`config.mk`:
```
export PLATFORM = sky130hd
export DESIGN_NAME = clock_monitor
export DESIGN_NICKNAME = d
export VERILOG_FILES = /design/src/rtl/clock_monitor_pkg.sv /design/src/rtl/clock_monitor_sync.sv /design/src/rtl/clock_monitor.sv
export SDC_FILE = /design/constraint.sdc
export NUM_CORES = 1
export LEC_CHECK = 0
export CAP_MARGIN = 25
export CORE_MARGIN = 3
export CORE_UTILIZATION = 38
export DETAILED_ROUTE_END_ITERATION = 16
export SYNTH_ARGS = -nofsm -noshare
export SYNTH_HDL_FRONTEND = slang
export SYNTH_SLANG_ARGS = --single-unit
```
`constraint.sdc`:
```
create_clock -name clk -period 2.33 [get_ports clk]
set_input_delay 0.233 -clock clk [delete_from_list [all_inputs] [get_ports clk]]
set_output_delay 0.233 -clock clk [all_outputs]
set_load 0.005 [all_outputs]
```
`src/rtl/clock_monitor_pkg.sv`:
```
// Shared types and helpers for the clock monitor.
// Holds the FSM encoding and the tolerance arithmetic.
package clock_monitor_pkg;

    localparam int unsigned DIFF_W = 32;

    typedef enum logic [1:0] {
        IDLE,
        ARM,
        MEASURE
    } state_e;

    // Absolute difference via a one-bit-wider signed subtraction.
    function automatic logic [DIFF_W-1:0] abs_diff(
        input logic [DIFF_W-1:0] a,
        input logic [DIFF_W-1:0] b
    );
        logic signed [DIFF_W:0] d;
        logic        [DIFF_W:0] m;
        d = $signed({1'b0, a}) - $signed({1'b0, b});
        m = d[DIFF_W] ? -d : d;
        return m[DIFF_W-1:0];
    endfunction

endpackage

```
`src/rtl/clock_monitor_sync.sv`:
```
// Generic multi-flop synchronizer for asynchronous inputs.
// Every stage resets to INITIAL_VAL.
module clock_monitor_sync #(
    parameter int unsigned           WIDTH       = 1,
    parameter int unsigned           STAGES      = 2,
    parameter logic [WIDTH-1:0]      INITIAL_VAL = '0
) (
    input  logic             clk,
    input  logic             rst_n,
    input  logic [WIDTH-1:0] d_i,
    output logic [WIDTH-1:0] q_o
);

    logic [WIDTH-1:0] sync_q [STAGES];

    always_ff @(posedge clk or negedge rst_n) begin
        if (!rst_n) begin
            for (int i = 0; i < STAGES; i++) begin
                sync_q[i] <= INITIAL_VAL;
            end
        end else begin
            sync_q[0] <= d_i;
            for (int i = 1; i < STAGES; i++) begin
                sync_q[i] <= sync_q[i-1];
            end
        end
    end

    assign q_o = sync_q[STAGES-1];

endmodule

```
`src/rtl/clock_monitor.sv`:
```
// Measures period and high time of an asynchronous clock in clk cycles,
// flags out-of-tolerance periods and a stopped clock.
module clock_monitor
    import clock_monitor_pkg::*;
#(
    parameter int unsigned CNT_W       = 16,
    parameter int unsigned SYNC_STAGES = 2,
    parameter int unsigned TIMEOUT     = 1024,
    parameter int unsigned EXP_PERIOD  = 10,
    parameter int unsigned TOLERANCE   = 1
) (
    input  logic             clk,
    input  logic             rst_n,
    input  logic             enable,
    input  logic             clear,
    input  logic             mon_in,
    output logic             meas_valid,
    output logic [CNT_W-1:0] meas_period,
    output logic [CNT_W-1:0] meas_high,
    output logic             in_range,
    output logic             range_err,
    output logic             stopped,
    output logic             stuck_level
);

    localparam logic [CNT_W-1:0] ONE  = CNT_W'(1);
    localparam logic [CNT_W-1:0] TO_V = CNT_W'(TIMEOUT);

    logic             ms;
    logic             ms_d_q;
    logic             rise_q;
    state_e           state_q, state_d;
    logic [CNT_W-1:0] per_q, per_d;
    logic [CNT_W-1:0] hi_q, hi_d;
    logic             valid_q, valid_d;
    logic [CNT_W-1:0] period_q, period_d;
    logic [CNT_W-1:0] high_q, high_d;
    logic             inr_q, inr_d;
    logic             err_q, err_d;
    logic             stop_q, stop_d;
    logic             stuck_q, stuck_d;
    logic             timeout;
    logic             in_range_now;

    clock_monitor_sync #(
        .WIDTH       (1),
        .STAGES      (SYNC_STAGES),
        .INITIAL_VAL (1'b0)
    ) u_sync (
        .clk   (clk),
        .rst_n (rst_n),
        .d_i   (mon_in),
        .q_o   (ms)
    );

    assign timeout      = (per_q == TO_V);
    assign in_range_now = abs_diff(DIFF_W'(per_q), DIFF_W'(EXP_PERIOD))
                          <= DIFF_W'(TOLERANCE);

    always_ff @(posedge clk or negedge rst_n) begin
        if (!rst_n) begin
            ms_d_q   <= 1'b0;
            rise_q   <= 1'b0;
            state_q  <= IDLE;
            per_q    <= '0;
            hi_q     <= '0;
            valid_q  <= 1'b0;
            period_q <= '0;
            high_q   <= '0;
            inr_q    <= 1'b0;
            err_q    <= 1'b0;
            stop_q   <= 1'b0;
            stuck_q  <= 1'b0;
        end else begin
            ms_d_q   <= ms;
            rise_q   <= ms & ~ms_d_q;
            state_q  <= state_d;
            per_q    <= per_d;
            hi_q     <= hi_d;
            valid_q  <= valid_d;
            period_q <= period_d;
            high_q   <= high_d;
            inr_q    <= inr_d;
            err_q    <= err_d;
            stop_q   <= stop_d;
            stuck_q  <= stuck_d;
        end
    end

    // rise_q and ms_d_q describe the same synchronized sample.
    always_comb begin
        state_d  = state_q;
        per_d    = per_q;
        hi_d     = hi_q;
        valid_d  = 1'b0;
        period_d = period_q;
        high_d   = high_q;
        inr_d    = inr_q;
        err_d    = err_q & ~clear;
        stop_d   = stop_q;
        stuck_d  = stuck_q;
        unique case (state_q)
            IDLE: begin
                per_d  = '0;
                hi_d   = '0;
                stop_d = 1'b0;
                if (enable) state_d = ARM;
            end
            ARM: begin
                if (!enable) begin
                    state_d = IDLE;
                    stop_d  = 1'b0;
                end else if (rise_q) begin
                    per_d   = ONE;
                    hi_d    = ONE;
                    stop_d  = 1'b0;
                    state_d = MEASURE;
                end else if (!stop_q && timeout) begin
                    stop_d  = 1'b1;
                    stuck_d = ms_d_q;
                end else if (!timeout) begin
                    per_d = per_q + ONE;
                end
            end
            MEASURE: begin
                if (!enable) begin
                    state_d = IDLE;
                    stop_d  = 1'b0;
                end else if (rise_q) begin
                    valid_d  = 1'b1;
                    period_d = per_q;
                    high_d   = hi_q;
                    inr_d    = in_range_now;
                    if (!in_range_now) err_d = 1'b1;
                    per_d    = ONE;
                    hi_d     = ONE;
                end else if (timeout) begin
                    stop_d  = 1'b1;
                    stuck_d = ms_d_q;
                    state_d = ARM;
                end else begin
                    per_d = per_q + ONE;
                    if (ms_d_q) hi_d = hi_q + ONE;
                end
            end
            default: state_d = IDLE;
        endcase
    end

    assign meas_valid  = valid_q;
    assign meas_period = period_q;
    assign meas_high   = high_q;
    assign in_range    = inr_q;
    assign range_err   = err_q;
    assign stopped     = stop_q;
    assign stuck_level = stuck_q;

endmodule

```
== Word level (Yosys, flattened, before mapping) ==
Index checks and enable logic that the tools add are counted.
W data, S select, Z words.
Word-level totals
  memories: 0
  output and inout port bits: 37
  latch bits: 0
  ROM bits: 0
  flip-flop bits (word level): 75
  RAM bits: 0
  logic and storage cells: 95
  input port bits: 5
Cells by class
  shift operators: 0
  order comparisons: 1
  equal/unequal tests: 18
  divide/modulo/power cells: 0
  $mul: 0
  multiplexer cells: 43
  bitwise logic cells: 4
  $add $sub $neg: 4
  reductions and logical operators: 11
Operators with widths (number)
  $mux W16: 12
  $pmux W16 S3: 2
  $add A16 B1 Y16 const B: 2
  $le A32 B1 Y1 const B: 1
  $mux W32: 1
  $neg A17 Y32: 1
  $mux W1: 19
  $ne A3 B3 Y1 const B: 6
  $sub A16 B4 Y17 const B: 1
  $eq A16 B11 Y1 const B: 1
  $ne A2 B2 Y1 const B: 8
  $mux W2: 6
  $reduce_and A4 Y1: 3
  $reduce_and A7 Y1: 1
  $pmux W2 S3: 1
  $reduce_and A6 Y1: 1
  $ne A4 B4 Y1 const B: 1
  $pmux W1 S3: 1
  $reduce_and A3 Y1: 1
  $reduce_bool A3 Y1: 1
  $and A1 B1 Y1: 2
  $eq A2 B1 Y1 const B: 1
  $eq A2 B2 Y1 const B: 1
  $logic_not A2 Y1: 1
  other kinds (5): 6

== Longest topological paths before layout ==
Gate-level depths: netlist of the first run.
  depth after elaboration: 8
  mapped depth: 11
  mapped depth without buffers: 8

== Hierarchy ==
From an unflattened synthesis of the first run, not the netlist that was laid out.
Second synthesis, totals
  cell total of the unflattened synthesis: 396
  area, all modules: 3933.8 um2
Modules (own cells, without submodules)
  clock_monitor: sequential area each 1826.8 um2, instances 1, area each 3883.7 um2, cells an instance 394
  clock_monitor_sync: sequential area each 50.0 um2, instances 1, area each 50.0 um2, cells an instance 2

== Least setup slack after synthesis of the first run ==
No wires, ideal clock.
  path type: register to register
  start point: register per_q[0]
  end point: register hi_q[13]
  data arrival time: 2.114 ns
  setup time: 0.122 ns
  cell stages (with the launch flop): 10
  clock period less this slack: 2.235 ns
  required time: 2.208 ns
  buffers on the path: 1
  slack: 0.095 ns
  cells stage by stage: dfrtp_1 > inv_1 > ha_1 > nor4bb_1 > nand4_1 > or2_2 > a21oi_1 > buf_2 > o21ai_0 > a32o_1
Between the ends
  longest elaborated chain between the ends: 3
RTL lines
  start: declaration: RTL line clock_monitor.sv:33  | logic [CNT_W-1:0] per_q, per_d;
  start signal: assignment: RTL line clock_monitor.sv:78  | per_q <= per_d;
  $eq A16 B11 Y1: RTL line clock_monitor.sv:56  | assign timeout = (per_q == TO_V);
  $ne A3 B3 Y1 (no line)
  $reduce_and A6 Y1 (no line)
  end signal: assignment: RTL line clock_monitor.sv:79  | hi_q <= hi_d;
  end: declaration: RTL line clock_monitor.sv:34  | logic [CNT_W-1:0] hi_q, hi_d;
No other way between the ends.
A chain may end at the register's enable or synchronous reset.

== Final worst setup path of the first run ==
  start point: register per_q[11]
  end point: register err_q (netlist: range_err)
Between the ends
  longest elaborated chain between the ends: 8
RTL lines
  $sub A16 B4 Y17 (*): RTL line clock_monitor_pkg.sv:20  | d = $signed({1'b0, a}) - $signed({1'b0, b});
  $neg A17 Y32: RTL line clock_monitor_pkg.sv:21  | m = d[DIFF_W] ? -d : d;
  $mux W32 (*): RTL line clock_monitor_pkg.sv:21
  $le A32 B1 Y1 (*): RTL line clock_monitor.sv:58  | <= DIFF_W'(TOLERANCE);
  $mux W1 (*): RTL line clock_monitor.sv:134  | if (!in_range_now) err_d = 1'b1;
  $mux W1 (*): RTL line clock_monitor.sv:129  | end else if (rise_q) begin
  $mux W1 (*): RTL line clock_monitor.sv:126  | if (!enable) begin
  $mux W1 (*): RTL line clock_monitor.sv:102  | unique case (state_q)
  named net err_d: RTL line clock_monitor.sv:39  | logic err_q, err_d;
  end signal: assignment: RTL line clock_monitor.sv:84  | err_q <= err_d;
  end: declaration: RTL line clock_monitor.sv:39
The timed path passes the listed nets; every way through them passes the cells marked *.

==> results.toml, run 1 <==
[layout]
ff_latch_area_sq_um = 1878
n_antenna_cell = 0
final_area_sq_um = 4891
final_nets = 471
multiInputGateArea_sq_um = 1967
area_growth_pct = 24.33
drive_gt1_share_pct = 22.17
fill_cells = 946

[timing]
report.final.slew_viol_count = 0
setup_viol = 0
setup_tns_ps = 0
post-route-min-period_ps = 2211
fmax_mhz = 452.3
finalCritPeriodShare_pct = 94.88
hold_viol = 0
slew_headroom_pct = 63.41
tightest_slew_ps = 548.9
worst_slack_ps = 119.2
clock-skew-final_ps = 12.50

[synth]
yosys.area_share.simple_pct = 18.23
synth_area_sq_um = 3934
synth_mux_area_share_pct = 8.779
synth-xor-area-share_pct = 3.340
synth-edff-count = 0
synth_top_family_by_area = "simple AND/OR/NAND/NOR gates"
yosys.area.top_type = "dfrtp_1"
yosysSeqAreaShare_pct = 47.71
synth_nets = 412
synthTopCellsByCount = "dfrtp_1 (75), nor2_1 (45), o21ai_0 (32)"
synth-main-ff-cell = "dfrtp_1"
synthArstFlopShare_pct = 100.0
yosys-top-cells-area = "dfrtp_1 (48%), mux2_2 (8.0%), nor2_1 (4.3%), o21ai_0 (4.1%), ha_1 (3.5%)"
yosysWarnings = 0
synth_cell_type_count = 54
synth-compound-area-share_pct = 13.96
synth_fa_ha_area_share_pct = 3.499
synth_top_area_share_pct = 47.71
syn_area_per_cell_sq_um = 9.934
synthCells = 396
ys_ff_latch = 75
yosysMostFrequentCell = "dfrtp_1"

[route]
finalWirelength_um = 8839
viasPerCell = 5.304
post-route-drc-count = 0
drt_iter0_drc = 165
ant_nets = 0
dr.pass1.iters = 4
wl_per_cell_um = 14.91
vias = 3145

[worst_setup_path]
critical_path_required_ps = 2550
r2r_cells = 6
start_kind = "flop"
crit_type = "reg2reg"
cp-end-kind = "flop"
cp_top_family = "simple AND/OR/NAND/NOR gates"
critPathArrivalTime_ps = 2430
slowest_delay_ps = 480
r2r_end = "range_err"
crit_slowest_cell = "dfrtp_1"
r2r_start = "per_q[11]"
worstPathCellList = "nor4_4 -> nand2_2 -> or3b_4 -> o31ai_1 -> o221a_2 -> a32oi_1"
path_buf_inv = 0
cp_max_fo = 8
ff2ff_setup_slack_ps = 120

[die]
start_util_pct = 39.70
die_h_um = 107.7
design.portCount = 42
num_rows = 36
core_sq_um = 9910
die-area_sq_um = 11610
die_w_um = 107.7

[placement]
port_buffers = 41
dpl.hpwl_um = 6216
gp_congestion = 0.8401
place_area_sq_um = 4614
pre_cts_ws_ps = -30.78

[min_path]
min_to = "u_sync.sync_q[1]"
hp-start = "mon_in"
hold_class = "in2reg"
hold_depth = 1

[clocking]
cts_made_buffers = 9
clk_latency_ps = 350
clk_pin_slew_worst_paths_ps = 90
cts_sinks = 75
cts_tree = "yes"
clockBufferDepth = 2
h-tree-depth = 3
cts-root-buf = "clkbuf_8"

[grt]
grt_pass1_vias = 2976
grt_use_total_pct = 16.17
antenna_found_initial = 0
grt_max_degree = 32
grt_pass1_wl_um = 15030
overflow = 0

[power_and_ir_drop]
powerDensity_nw_per_um2 = 766.5
leakage_nw = 2.192
peakVddDrop_mv = 0.4703

[outcome]
outcome = "finished clean"

[flow_run]
maxCapViolCount = 0
==> state kept, by name, summed over array words and instances (netlist names) <==
register       cells
hi_q              16
meas_high         16
meas_period       16
per_q             16
state_q            2
in_range           1
meas_valid         1
ms_d_q             1
range_err          1
rise_q             1
stopped            1
stuck_level        1
u_sync.q_o         1
u_sync.sync_q      1
==> cells by family (layout without fill, tap and decap cells) <==
family / Yosys count / count (layout)
compound gates: 83 / 83
xor+xnor: 15 / 15
fa+ha+maj: 11 / 11
buf+inv: 39 / 102
flops: 75 / 75
mux: 31 / 31
simple gates: 142 / 143
==> area by class of cell <==
type                            instances  area share, %
Multi-Input combinational cell        283          40.21
Sequential cell                        75          38.40
Timing Repair Buffer                   72          13.15
Tap cell                              133          3.402
Clock buffer                            9          2.533
Clock inverter                          7          1.228
Inverter                               14          1.074
==> cells in the final DEF, fill, tap and decap left out, types with 3 or more instances in the layout <==
cell type        instances
a21oi_1                  9
a31oi_1                  6
and3_1                   6
buf_4                   31
clkbuf_8                 9
clkdlybuf4s50_1         40
clkinvlp_4               3
dfrtp_1                 74
ha_1                    10
inv_1                   14
mux2_2                  28
mux2i_1                  3
nand2_1                 28
nand2b_1                 4
nand3_1                 18
nand4_1                  7
nor2_1                  45
nor2b_1                  6
nor3_1                   5
o21ai_0                 32
o31ai_1                 12
o41ai_1                  4
or2_2                    3
xnor2_1                  5
xor2_1                  10
==> stage by stage <==
step                      instances  total power [mW]  hold WS (ps)  util [%]
after floorplan                 396             2.289        -62.59         -
after global placement          575             2.717         193.4     46.57
after detailed placement        575             2.741         195.5     46.57
after CTS                       592             3.714         306.3     48.61
after global routing            593             4.016         319.8     49.36
final                           593             3.749         320.3     49.36
==> power by group <==
group	switching [mW]	total (mW)	internal, mW
clock	0.547	0.950	0.403
sequential	0.0767	1.46	1.38
combinational	0.775	1.34	0.563
==> how the worst max path moves through the flow <==
stage,from,endpoint,slack [ps],cells past startpoint
after CTS,per_q[11],range_err,30,6
after global placement,per_q[11],range_err,-50,6
final,per_q[11],range_err,120,6
after floorplan,per_q[0],hi_q[13],90,9
after detailed placement,per_q[11],range_err,-30,6
after global routing,per_q[11],in_range,-8,6
==> timing repair <==
item,in CTS,in global routing
hold endpoints to repair,29,0
pin swaps,0,1
hold buffers,1,0
buffers inserted,0,0
setup endpoints to repair,5,23
resized for setup,2,12
cloned,0,1
==> per-layer routing <==
metal / part of all wire (%) / vias to the layer above / global-route usage [%]
met5: 0 / - / 0
met4: 1.2 / 0 / 4.869
met3: 4.5 / 9 / 3.359
met2: 43 / 75 / 22.91
met1: 52 / 1532 / 24.58
li1: - / 1529 / -
Power figures use the tool's default switching activity.
==> run 2, diff against run 1 <==
CELL_PAD_IN_SITES_DETAIL_PLACEMENT = 0   (was default)
CELL_PAD_IN_SITES_GLOBAL_PLACEMENT = 1   (was default)
PLACE_DENSITY_LB_ADDON = 0.1   (was default)
RECOVER_POWER = 50   (was default)
==> run 2 against run 1 <==
Net effect: routed wire length up 3.4%; non-clock buffer count is 6 higher; clock skew fell by 1.8 ps; combinational power grew 3%; via count up 0.64%; worst hold slack gained 39 ps; critical path depth up 3; sequential power about the same; register-to-register slack lost 20 ps; clock power increased by 24%.
==> results.toml, run 2 (synthesized netlist as in run 1, its figures left out) <==
[worst_setup_path]
ff2ff_setup_slack_ps = 100
r2r_end = "hi_q[12]"
cp-end-kind = "flop"
start_kind = "flop"
r2r_cells = 9
critPathArrivalTime_ps = 2450
crit_type = "reg2reg"
r2r_start = "per_q[1]"
cp_max_fo = 13
critical_path_required_ps = 2550

[timing]
post-route-min-period_ps = 2226
tightest_slew_ps = 826.7
clock-skew-final_ps = 10.65
report.final.slew_viol_count = 0
fmax_mhz = 449.1
worst_slack_ps = 103.5
hold_viol = 0
finalCritPeriodShare_pct = 95.56
setup_viol = 0
setup_tns_ps = 0
slew_headroom_pct = 44.89

[die]
num_rows = 36
die_w_um = 107.7
die_h_um = 107.7
design.portCount = 42
die-area_sq_um = 11610
core_sq_um = 9910
start_util_pct = 39.70

[clocking]
cts_made_buffers = 9
clk_latency_ps = 350
h-tree-depth = 3
clockBufferDepth = 2
clk_pin_slew_worst_paths_ps = 80
cts_tree = "yes"
cts-root-buf = "clkbuf_8"
cts_sinks = 75

[layout]
fill_cells = 948
final_nets = 476
n_antenna_cell = 0
drive_gt1_share_pct = 21.55
area_growth_pct = 25.83
fin_cells = 597
layout_commonest_cell = "dfrtp_1"
mostFrequentLayoutCells = "dfrtp_1 (75), nor2_1 (45), buf_4 (34), o21ai_0 (32), nand2_1 (29)"

[power_and_ir_drop]
leakage_nw = 2.300
power_mw = 4.011
powerDensity_nw_per_um2 = 810.3
peakVddDrop_mv = 0.5690

[outcome]
outcome = "finished clean"

[route]
post-route-drc-count = 0
vias = 3165
drt_iter0_drc = 107
viasPerCell = 5.302
dr.pass1.iters = 4
ant_nets = 0
finalWirelength_um = 9138
wl_per_cell_um = 15.31

[min_path]
hold_depth = 0
min_to = "u_sync.q_o"
hp-start = "u_sync.sync_q[1]"
hold_class = "reg2reg"

[flow_run]
maxCapViolCount = 0

[placement]
port_buffers = 41
gp_congestion = 0.8054
dpl.hpwl_um = 6481
dp_cells = 581
pre_cts_ws_ps = -34.43

[grt]
grt_pass1_wl_um = 15790
overflow = 0
grt_use_total_pct = 16.94
grt_pass1_vias = 3146
grt_max_degree = 46
antenna_found_initial = 0
[run 2: cell type report]
type | count | area [sq um] | share of cell area (%)
multi-input combinational | 282 | 1934 | 39.08
tap | 133 | 166.4 | 3.362
inverter | 14 | 52.55 | 1.062
clock buffer | 10 | 127.6 | 2.578
sequential | 75 | 1877 | 37.92
timing repair buffer | 78 | 689.4 | 13.93
clock inverter | 5 | 102.6 | 2.073
[run 2: critical path, cell delays in order (launching register included)]
cell      delay, ps
dfrtp_1         380
inv_1            80
ha_1            170
nor4bb_4        310
nand4_1         170
or2_2           330
a21oi_1         170
buf_4           170
or2_4           220
o21ai_0         110
[run 2: how the worst max path moves through the flow]
stage,from,to,slack (ps)
after global placement,state_q[1],hi_q[15],90
after CTS,per_q[1],hi_q[12],20
final,per_q[1],hi_q[12],100
after global routing,per_q[11],in_range,-20
after detailed placement,per_q[11],range_err,-30
after floorplan,per_q[0],hi_q[13],90
[run 2: per-stage QoR]
step                      hold slack [ps]  instance area, sq um  utilization [%]
after global placement              207.2                  4672            47.15
after global routing                371.9                  4950            49.95
after detailed placement            212.1                  4672            47.15
final                               359.4                  4950            49.95
after floorplan                    -62.59                  3934                -
after CTS                           307.6                  4918            49.63
[run 2: where the power goes]
part	internal, mW	switching [mW]
clock	0.704	0.479
combinational	0.596	0.780
sequential	1.38	0.0676
total	2.68	1.33
[run 2: timing repair]
action	in CTS	in global routing
hold buffers	1	0
hold endpoints to repair	30	0
setup buffers	0	0
endpoints found under the setup margin	2	19
pin swaps	0	0
gates resized for setup	1	9
[run 2: layer usage]
layer / part of all wire (%) / wire [um] / track usage (%)
met5: 0 / 0 / 0
met4: 1.2 / 106 / 5.681
met3: 4.1 / 375 / 3.479
met2: 43 / 3961 / 24.51
met1: 51 / 4695 / 25.11
